`src/rtl/cache_req_agent_pkg.sv`:
```
// Shared coherence definitions for the cache request agent:
// message type encodings, datapath widths and a PUT_* classifier.
package cache_req_agent_pkg;

    localparam int WIDTH      = 32;
    localparam int BLOCK_SIZE = 64;
    localparam int CPU_WIDTH  = 2;

    localparam logic [3:0] NONE         = 4'd0;
    localparam logic [3:0] GET_S        = 4'd1;
    localparam logic [3:0] GET_M        = 4'd2;
    localparam logic [3:0] PUT_S        = 4'd3;
    localparam logic [3:0] PUT_E        = 4'd4;
    localparam logic [3:0] PUT_M        = 4'd5;
    localparam logic [3:0] DATA         = 4'd6;
    localparam logic [3:0] FORWARD_DATA = 4'd7;

    function automatic logic is_put(input logic [3:0] t);
        return (t == PUT_S) || (t == PUT_E) || (t == PUT_M);
    endfunction

endpackage

```
`src/rtl/cache_req_agent_inv_ack_counter.sv`:
```
// Invalidation-ack accounting: saturating count of peer acks plus the
// "enough acks" compare.
// Ports: clk_i, rst_ni (sync, active low), clr_i (hold at zero),
// inc_i (one ack this cycle), target_i (acks required),
// reached_o (count including this cycle's ack >= target).
module inv_ack_counter
    import cache_req_agent_pkg::*;
(
    input  logic                 clk_i,
    input  logic                 rst_ni,
    input  logic                 clr_i,
    input  logic                 inc_i,
    input  logic [CPU_WIDTH-1:0] target_i,
    output logic                 reached_o
);

    logic [CPU_WIDTH:0] cnt_q, cnt_d;

    always_comb begin
        cnt_d = cnt_q;
        if (clr_i) begin
            cnt_d = '0;
        end else if (inc_i && (cnt_q != '1)) begin
            cnt_d = cnt_q + (CPU_WIDTH+1)'(1);
        end
    end

    always_ff @(posedge clk_i) begin
        if (!rst_ni) begin
            cnt_q <= '0;
        end else begin
            cnt_q <= cnt_d;
        end
    end

    // Compare against the post-update count so an ack landing in the
    // same cycle as the data (or as the final WAIT_ACK cycle) counts.
    assign reached_o = cnt_d >= {1'b0, target_i};

endmodule

```
`src/rtl/cache_req_agent.sv`:
```
// Cache request agent: issues one core request to the crossbar, collects
// the response and invalidation acks, and relays directory invalidations.
// Ports: core_req_* / core_done* (core side), tx_* / rx_* (crossbar),
// last_ack_i (peer acks), inv_* (directory invalidations), timeout_err.
// Optional watchdog enabled by defining REQ_TIMEOUT_EN.
module cache_req_agent
    import cache_req_agent_pkg::*;
#(
    parameter int TIMEOUT_CYCLES = 1024
) (
    input  logic                  sys_clk,
    input  logic                  sys_rst_n,
    input  logic                  core_req_valid,
    input  logic [3:0]            core_req_type,
    input  logic [WIDTH-1:0]      core_req_addr,
    input  logic [BLOCK_SIZE-1:0] core_req_data,
    output logic                  core_req_ready,
    output logic                  core_done,
    output logic [BLOCK_SIZE-1:0] core_done_data,
    output logic                  core_done_excl,
    output logic                  core_inv_en,
    output logic [WIDTH-1:0]      core_inv_addr,
    output logic                  tx_en,
    output logic [3:0]            tx_type,
    output logic [BLOCK_SIZE-1:0] tx_data,
    output logic [WIDTH-1:0]      tx_addr,
    input  logic                  tx_grant_i,
    input  logic                  rx_en,
    input  logic [3:0]            rx_type,
    input  logic [BLOCK_SIZE-1:0] rx_data,
    input  logic [WIDTH-1:0]      rx_addr,
    input  logic                  rx_exclusive,
    input  logic [CPU_WIDTH-1:0]  rx_ack_num,
    input  logic                  rx_put_ack,
    input  logic [CPU_WIDTH-1:0]  last_ack_i,
    input  logic                  inv_en_i,
    input  logic [WIDTH-1:0]      inv_addr_i,
    output logic                  inv_ack_o,
    output logic                  timeout_err
);

    localparam logic [2:0] S_IDLE      = 3'd0;
    localparam logic [2:0] S_ISSUE     = 3'd1;
    localparam logic [2:0] S_WAIT_RESP = 3'd2;
    localparam logic [2:0] S_WAIT_ACK  = 3'd3;
    localparam logic [2:0] S_DONE      = 3'd4;

    if (TIMEOUT_CYCLES < 1) begin : g_cfg_chk
        $error("TIMEOUT_CYCLES must be at least 1");
    end

    logic [2:0]            state_q, state_d;
    logic [3:0]            type_q;
    logic [WIDTH-1:0]      addr_q;
    logic [BLOCK_SIZE-1:0] data_q;
    logic [BLOCK_SIZE-1:0] fill_q;
    logic                  excl_q;
    logic [CPU_WIDTH-1:0]  ack_num_q;
    logic                  inv_q;
    logic [WIDTH-1:0]      inv_addr_q;

    logic                  rx_hit, put_hit, data_hit, fwd;
    logic                  acks_met, tmo_hit, get_fill;
    logic [CPU_WIDTH-1:0]  rx_ack_eff, ack_target;

    assign rx_hit     = rx_en && (rx_addr == addr_q);
    assign fwd        = rx_type == FORWARD_DATA;
    assign put_hit    = rx_hit && rx_put_ack;
    assign data_hit   = rx_hit && ((rx_type == DATA) || fwd);
    assign rx_ack_eff = fwd ? '0 : rx_ack_num;
    assign get_fill   = (state_q == S_WAIT_RESP) && !is_put(type_q)
                        && data_hit;

    // In WAIT_RESP the ack target arrives with the data itself.
    assign ack_target = (state_q == S_WAIT_RESP) ? rx_ack_eff : ack_num_q;

    inv_ack_counter u_acks (
        .clk_i     (sys_clk),
        .rst_ni    (sys_rst_n),
        .clr_i     (state_q == S_IDLE),
        .inc_i     (last_ack_i != '0),
        .target_i  (ack_target),
        .reached_o (acks_met)
    );

`ifdef REQ_TIMEOUT_EN
    localparam int TMO_W = $clog2(TIMEOUT_CYCLES + 1);

    logic [TMO_W-1:0] tmo_q, tmo_d;
    logic             busy;

    assign busy = (state_q == S_ISSUE) || (state_q == S_WAIT_RESP)
                  || (state_q == S_WAIT_ACK);

    always_comb begin
        tmo_d = tmo_q;
        if (state_q == S_IDLE) begin
            tmo_d = '0;
        end else if (busy) begin
            tmo_d = tmo_q + TMO_W'(1);
        end
    end

    always_ff @(posedge sys_clk) begin
        if (!sys_rst_n) begin
            tmo_q <= '0;
        end else begin
            tmo_q <= tmo_d;
        end
    end

    assign tmo_hit = busy && (tmo_q == TMO_W'(TIMEOUT_CYCLES - 1));
`else
    assign tmo_hit = 1'b0;
`endif

    assign timeout_err = tmo_hit;

    always_ff @(posedge sys_clk) begin
        if (!sys_rst_n) begin
            state_q <= S_IDLE;
        end else begin
            state_q <= state_d;
        end
    end

    always_comb begin
        state_d = state_q;
        unique case (state_q)
            S_IDLE:      if (core_req_valid) state_d = S_ISSUE;
            S_ISSUE:     if (tx_grant_i) state_d = S_WAIT_RESP;
            S_WAIT_RESP: begin
                if (is_put(type_q)) begin
                    if (put_hit) state_d = S_DONE;
                end else if (data_hit) begin
                    state_d = acks_met ? S_DONE : S_WAIT_ACK;
                end
            end
            S_WAIT_ACK:  if (acks_met) state_d = S_DONE;
            S_DONE:      state_d = S_IDLE;
            default:     state_d = S_IDLE;
        endcase
        if (tmo_hit) state_d = S_IDLE;
    end

    always_comb begin
        core_req_ready = 1'b0;
        tx_en          = 1'b0;
        tx_type        = NONE;
        tx_addr        = '0;
        tx_data        = '0;
        core_done      = 1'b0;
        core_done_data = '0;
        core_done_excl = 1'b0;
        unique case (1'b1)
            state_q == S_IDLE: core_req_ready = 1'b1;
            state_q == S_ISSUE: begin
                tx_en   = 1'b1;
                tx_type = type_q;
                tx_addr = addr_q;
                tx_data = data_q;
            end
            state_q == S_DONE: begin
                core_done      = 1'b1;
                core_done_data = fill_q;
                core_done_excl = excl_q;
            end
            default: ;
        endcase
    end

    always_ff @(posedge sys_clk) begin
        if (!sys_rst_n) begin
            type_q     <= NONE;
            addr_q     <= '0;
            data_q     <= '0;
            fill_q     <= '0;
            excl_q     <= 1'b0;
            ack_num_q  <= '0;
            inv_q      <= 1'b0;
            inv_addr_q <= '0;
        end else begin
            if ((state_q == S_IDLE) && core_req_valid) begin
                type_q    <= core_req_type;
                addr_q    <= core_req_addr;
                data_q    <= core_req_data;
                // PUT completions report zero fill, so start clean.
                fill_q    <= '0;
                excl_q    <= 1'b0;
                ack_num_q <= '0;
            end
            if (get_fill) begin
                fill_q    <= rx_data;
                excl_q    <= !fwd && rx_exclusive;
                ack_num_q <= rx_ack_eff;
            end
            inv_q      <= inv_en_i;
            inv_addr_q <= inv_en_i ? inv_addr_i : '0;
        end
    end

    assign core_inv_en   = inv_q;
    assign inv_ack_o     = inv_q;
    assign core_inv_addr = inv_addr_q;

endmodule

```
`config.mk`:
```
export PLATFORM = sky130hd
export DESIGN_NAME = cache_req_agent
export DESIGN_NICKNAME = d
export VERILOG_FILES = /design/src/rtl/cache_req_agent_pkg.sv /design/src/rtl/cache_req_agent_inv_ack_counter.sv /design/src/rtl/cache_req_agent.sv
export SDC_FILE = /design/constraint.sdc
export NUM_CORES = 1
export LEC_CHECK = 0
export CAP_MARGIN = 20
export CORE_AREA = 2 2 175 177
export CTS_CLUSTER_SIZE = 10
export DETAILED_ROUTE_END_ITERATION = 10
export DIE_AREA = 0 0 177 179
export HOLD_SLACK_MARGIN = 0.15
export SYNTH_ARGS = -nofsm -noshare
export SYNTH_HDL_FRONTEND = slang
export SYNTH_SLANG_ARGS = --single-unit
```
`constraint.sdc`:
```
create_clock -name sys_clk -period 4.5 [get_ports sys_clk]
set_input_delay 1.35 -clock sys_clk [delete_from_list [all_inputs] [get_ports sys_clk]]
set_output_delay 1.35 -clock sys_clk [all_outputs]
set_load 0.05 [all_outputs]
```
==> flow_metrics.tcl <==
set metrics [dict create \
    status "complete, no violations" \
    clock_path_buffers 3 \
    multiInputGateArea_um2 4470 \
    drc 0 \
    comb_power_share 0.310 \
    drt_wl_total_mm 32.1 \
    regArea_um2 4120 \
    synth_top_area_frac 0.457 \
    drive_above_1_share 0.0381 \
    critPathKind "register to primary output" \
    cts.sinks 206 \
    clockRootBuffer "clkbuf_16" \
    muxShareOfSynthArea 0.0779 \
    post_dp_cell_area_um2 13700 \
    synth_xor_xnor_area_share 0.0320 \
    place_congestion 0.862 \
    hpwlAfterDp_mm 22.4 \
    worstHoldPathCells 2 \
    dieArea_um2 31700 \
    cp.required_ns 3.15 \
    clkTransAtPathRegs_ns 0.06 \
    synth_top_area_cell "dfxtp_1" \
    synth_top_family_by_area "simple AND/OR/NAND/NOR gates" \
    fin_crit_sh 0.917 \
    routedWlPerCell_um 16.9 \
    io_pins 447 \
    slew_headroom 0.402 \
    hold_path.startpoint "data_q[35]$_SDFFE_PN0P_" \
    synth_cell_types 40 \
    grt_setup_unrepaired "no" \
    p_int_mw 3.81 \
    worstSetupStartpointType "register" \
    synth_cells 1091 \
    cts_tree "done" \
    grt_max_degree 97 \
    grt_first_pass_wirelength_mm 48.1 \
    hold_viol_final 0 \
    p_leak_nw 5.43 \
    yosys.area_share.simple 0.314 \
    cts-htree-levels 1 \
    avgSynthCellArea_um2 8.27 \
    p_seq_frac 0.363 \
    final_cell_mix "clkdlybuf4s50_1 (444), nand2_1 (268), dfxtp_1 (206)" \
    r2r-end "state_q[0]$_SDFFE_PN0P_" \
    tightest_slew_ns 0.894 \
    hold_buffers 0 \
    initial_core_util 0.301 \
    grt_pass1_vias 8458 \
    arrival_ns 2.78 \
    r2r_cells 10 \
    period_needed_ns 4.13 \
    vias 8719 \
    rrSetupSlack_ns 1.94 \
    core_um2 30000 \
    detail_route.iter0.violations 430 \
    numCtsBuffers 26 \
    clkPwrFrac 0.327 \
    cts_setup_buffers 0 \
    die_w_um 177 \
    crit_fanout 36 \
    antenna_found_initial 4 \
    synth_area_leaders "dfxtp_1 (46%), and2_1 (12%), nand2_1 (11%)" \
    overflow 0 \
    cp-end-kind "primary output" \
    synth-compound-area-share 0.0635 \
    drt_pre_antenna_iters 4 \
    fin_area_um2 14500 \
    ys_seq_area_frac 0.457 \
    slew_viol_final 0 \
    via_per_inst 4.59 \
    ant_nets 0 \
    skew_ns 0.0405 \
    io_buffers 445 \
    worst_hold_path.endpoint "data_q[35]$_SDFFE_PN0P_" \
    yosysWarnings 0 \
    final_common_cell "clkdlybuf4s50_1" \
    fill_cells 2957 \
    track_usage 0.193 \
    switchingPower_mw 2.08 \
    area_growth_pct 60.7 \
    power_density_nw_per_um2 406 \
    swShare 0.353 \
    cts.repair.resized 0 \
    nNetsFinal 1734 \
    peakVddDrop_v 0.000297 \
    die_h_um 179 \
    tns_ns 0 \
    timing.rr.start "u_acks.cnt_q[0]$_SDFF_PN0_" \
    fmax_mhz 242 \
    synth_seq_cells 206 \
    rows 64 \
    clk_latency_ns 0.55 \
    syn-cell-area_um2 9030 \
    maxCapViolations 0 \
    finalSetupViolations 0 \
    synthAdderAreaFrac 0.00554 \
    syn_nets 1339 \
    hold_class "register to register" \
]
worst max-delay path by stage:
stage                                  startpoint                       to  depth (start not counted)
after floorplan           state_q[2]$_SDFFE_PN0P_       core_done_data[54]                          3
after global placement                rx_addr[19]   fill_q[7]$_SDFFE_PN0P_                          7
after detailed placement              rx_addr[19]  fill_q[23]$_SDFFE_PN0P_                          7
after CTS                 state_q[0]$_SDFFE_PN0P_               tx_addr[0]                          4
after global routing      state_q[0]$_SDFFE_PN0P_               tx_addr[0]                          4
final                     state_q[0]$_SDFFE_PN0P_               tx_addr[0]                          4
logic make-up after synthesis:
family,count (synthesis)
and+or+nand+nor,574
DFF,206
AOI/OAI and AO/OA,110
buffers and inverters,93
muxes,70
xor gates and xnor gates,33
adders and majority gates,4
other,1
stage by stage:
| stage | cells | power, mW | setup slack (ns) | utilization | hold WS (ns) |
|---|---|---|---|---|---|
| 6_report | 1898 | 5.90 | 0.375 | 0.483 | 0.448 |
| 2_1_floorplan | 1091 | 3.27 | 1.36 | - | 0.432 |
| 3_3_place_gp | 1854 | 4.03 | 0.613 | 0.457 | 0.437 |
| 3_5_place_dp | 1854 | 4.04 | 0.558 | 0.457 | 0.442 |
| 5_1_grt | 1896 | 6.22 | 0.240 | 0.483 | 0.464 |
| 4_1_cts | 1894 | 6.00 | 0.336 | 0.483 | 0.449 |
registers in the layout, summed over array words and instances (netlist names):
name / flops
state_q: 3
fill_q: 64
excl_q: 1
data_q: 64
core_inv_addr: 32
addr_q: 32
type_q: 4
core_inv_en: 1
u_acks.cnt_q: 3
ack_num_q: 2
Yosys cell counts, drive strengths merged:
| cell | n |
|---|---|
| and2 | 167 |
| a31oi | 1 |
| o21ai | 1 |
| xor2 | 19 |
| nand3b | 1 |
| o21ba | 1 |
| and4 | 1 |
| and4bb | 2 |
| o2bb2ai | 1 |
| nor3 | 5 |
| o41ai | 1 |
| o21bai | 1 |
| inv | 2 |
| clkinv | 1 |
| nand2b | 2 |
| mux2i | 68 |
| a21oi | 102 |
| nor4 | 6 |
| and3 | 33 |
| ha | 4 |
| clkbuf | 66 |
| buf | 24 |
| a41oi | 1 |
| nand3 | 72 |
| nor3b | 4 |
| nand2 | 269 |
| xnor2 | 14 |
| a21boi | 1 |
| conb | 1 |
| dfxtp | 206 |
| nand4 | 4 |
| nor2b | 1 |
| nor2 | 7 |
| mux2 | 2 |
power groups by stage:
stage               sequential [mW]  combinational, mW  clock (mW)
floorplan                      2.18               1.10           0
global placement               2.17               1.85           0
detailed placement             2.18               1.85           0
CTS                            2.14               1.86        2.00
global route                   2.16               1.99        2.06
finish                         2.14               1.83        1.93
critical path, cell delays in order, from the launching register on:
cell,delay (ns)
dfxtp_1,0.46
nor3b_2,0.32
buf_4,0.38
and2_1,0.21
clkdlybuf4s50_1,0.84
layer usage:
metal / track usage / wire [µm] / vias up / share of wire
met5: 0 / 0 / - / 0
met4: 0.0661 / 1040 / 0 / 0.032
met3: 0.0623 / 3000 / 54 / 0.093
met2: 0.320 / 14800 / 316 / 0.46
met1: 0.235 / 13300 / 4009 / 0.41
li1: - / - / 4340 / -
final cells by class:
type	instances	share of cell area
repair buffers	457	0.318
multi-input cells	792	0.308
flip-flops and latches	206	0.284
clock buffers	38	0.0514
well taps	396	0.0342
clock inverters	2	0.00173
inverters	3	0.000863
diodes	4	0.000690
Power figures use the tool's default switching activity.
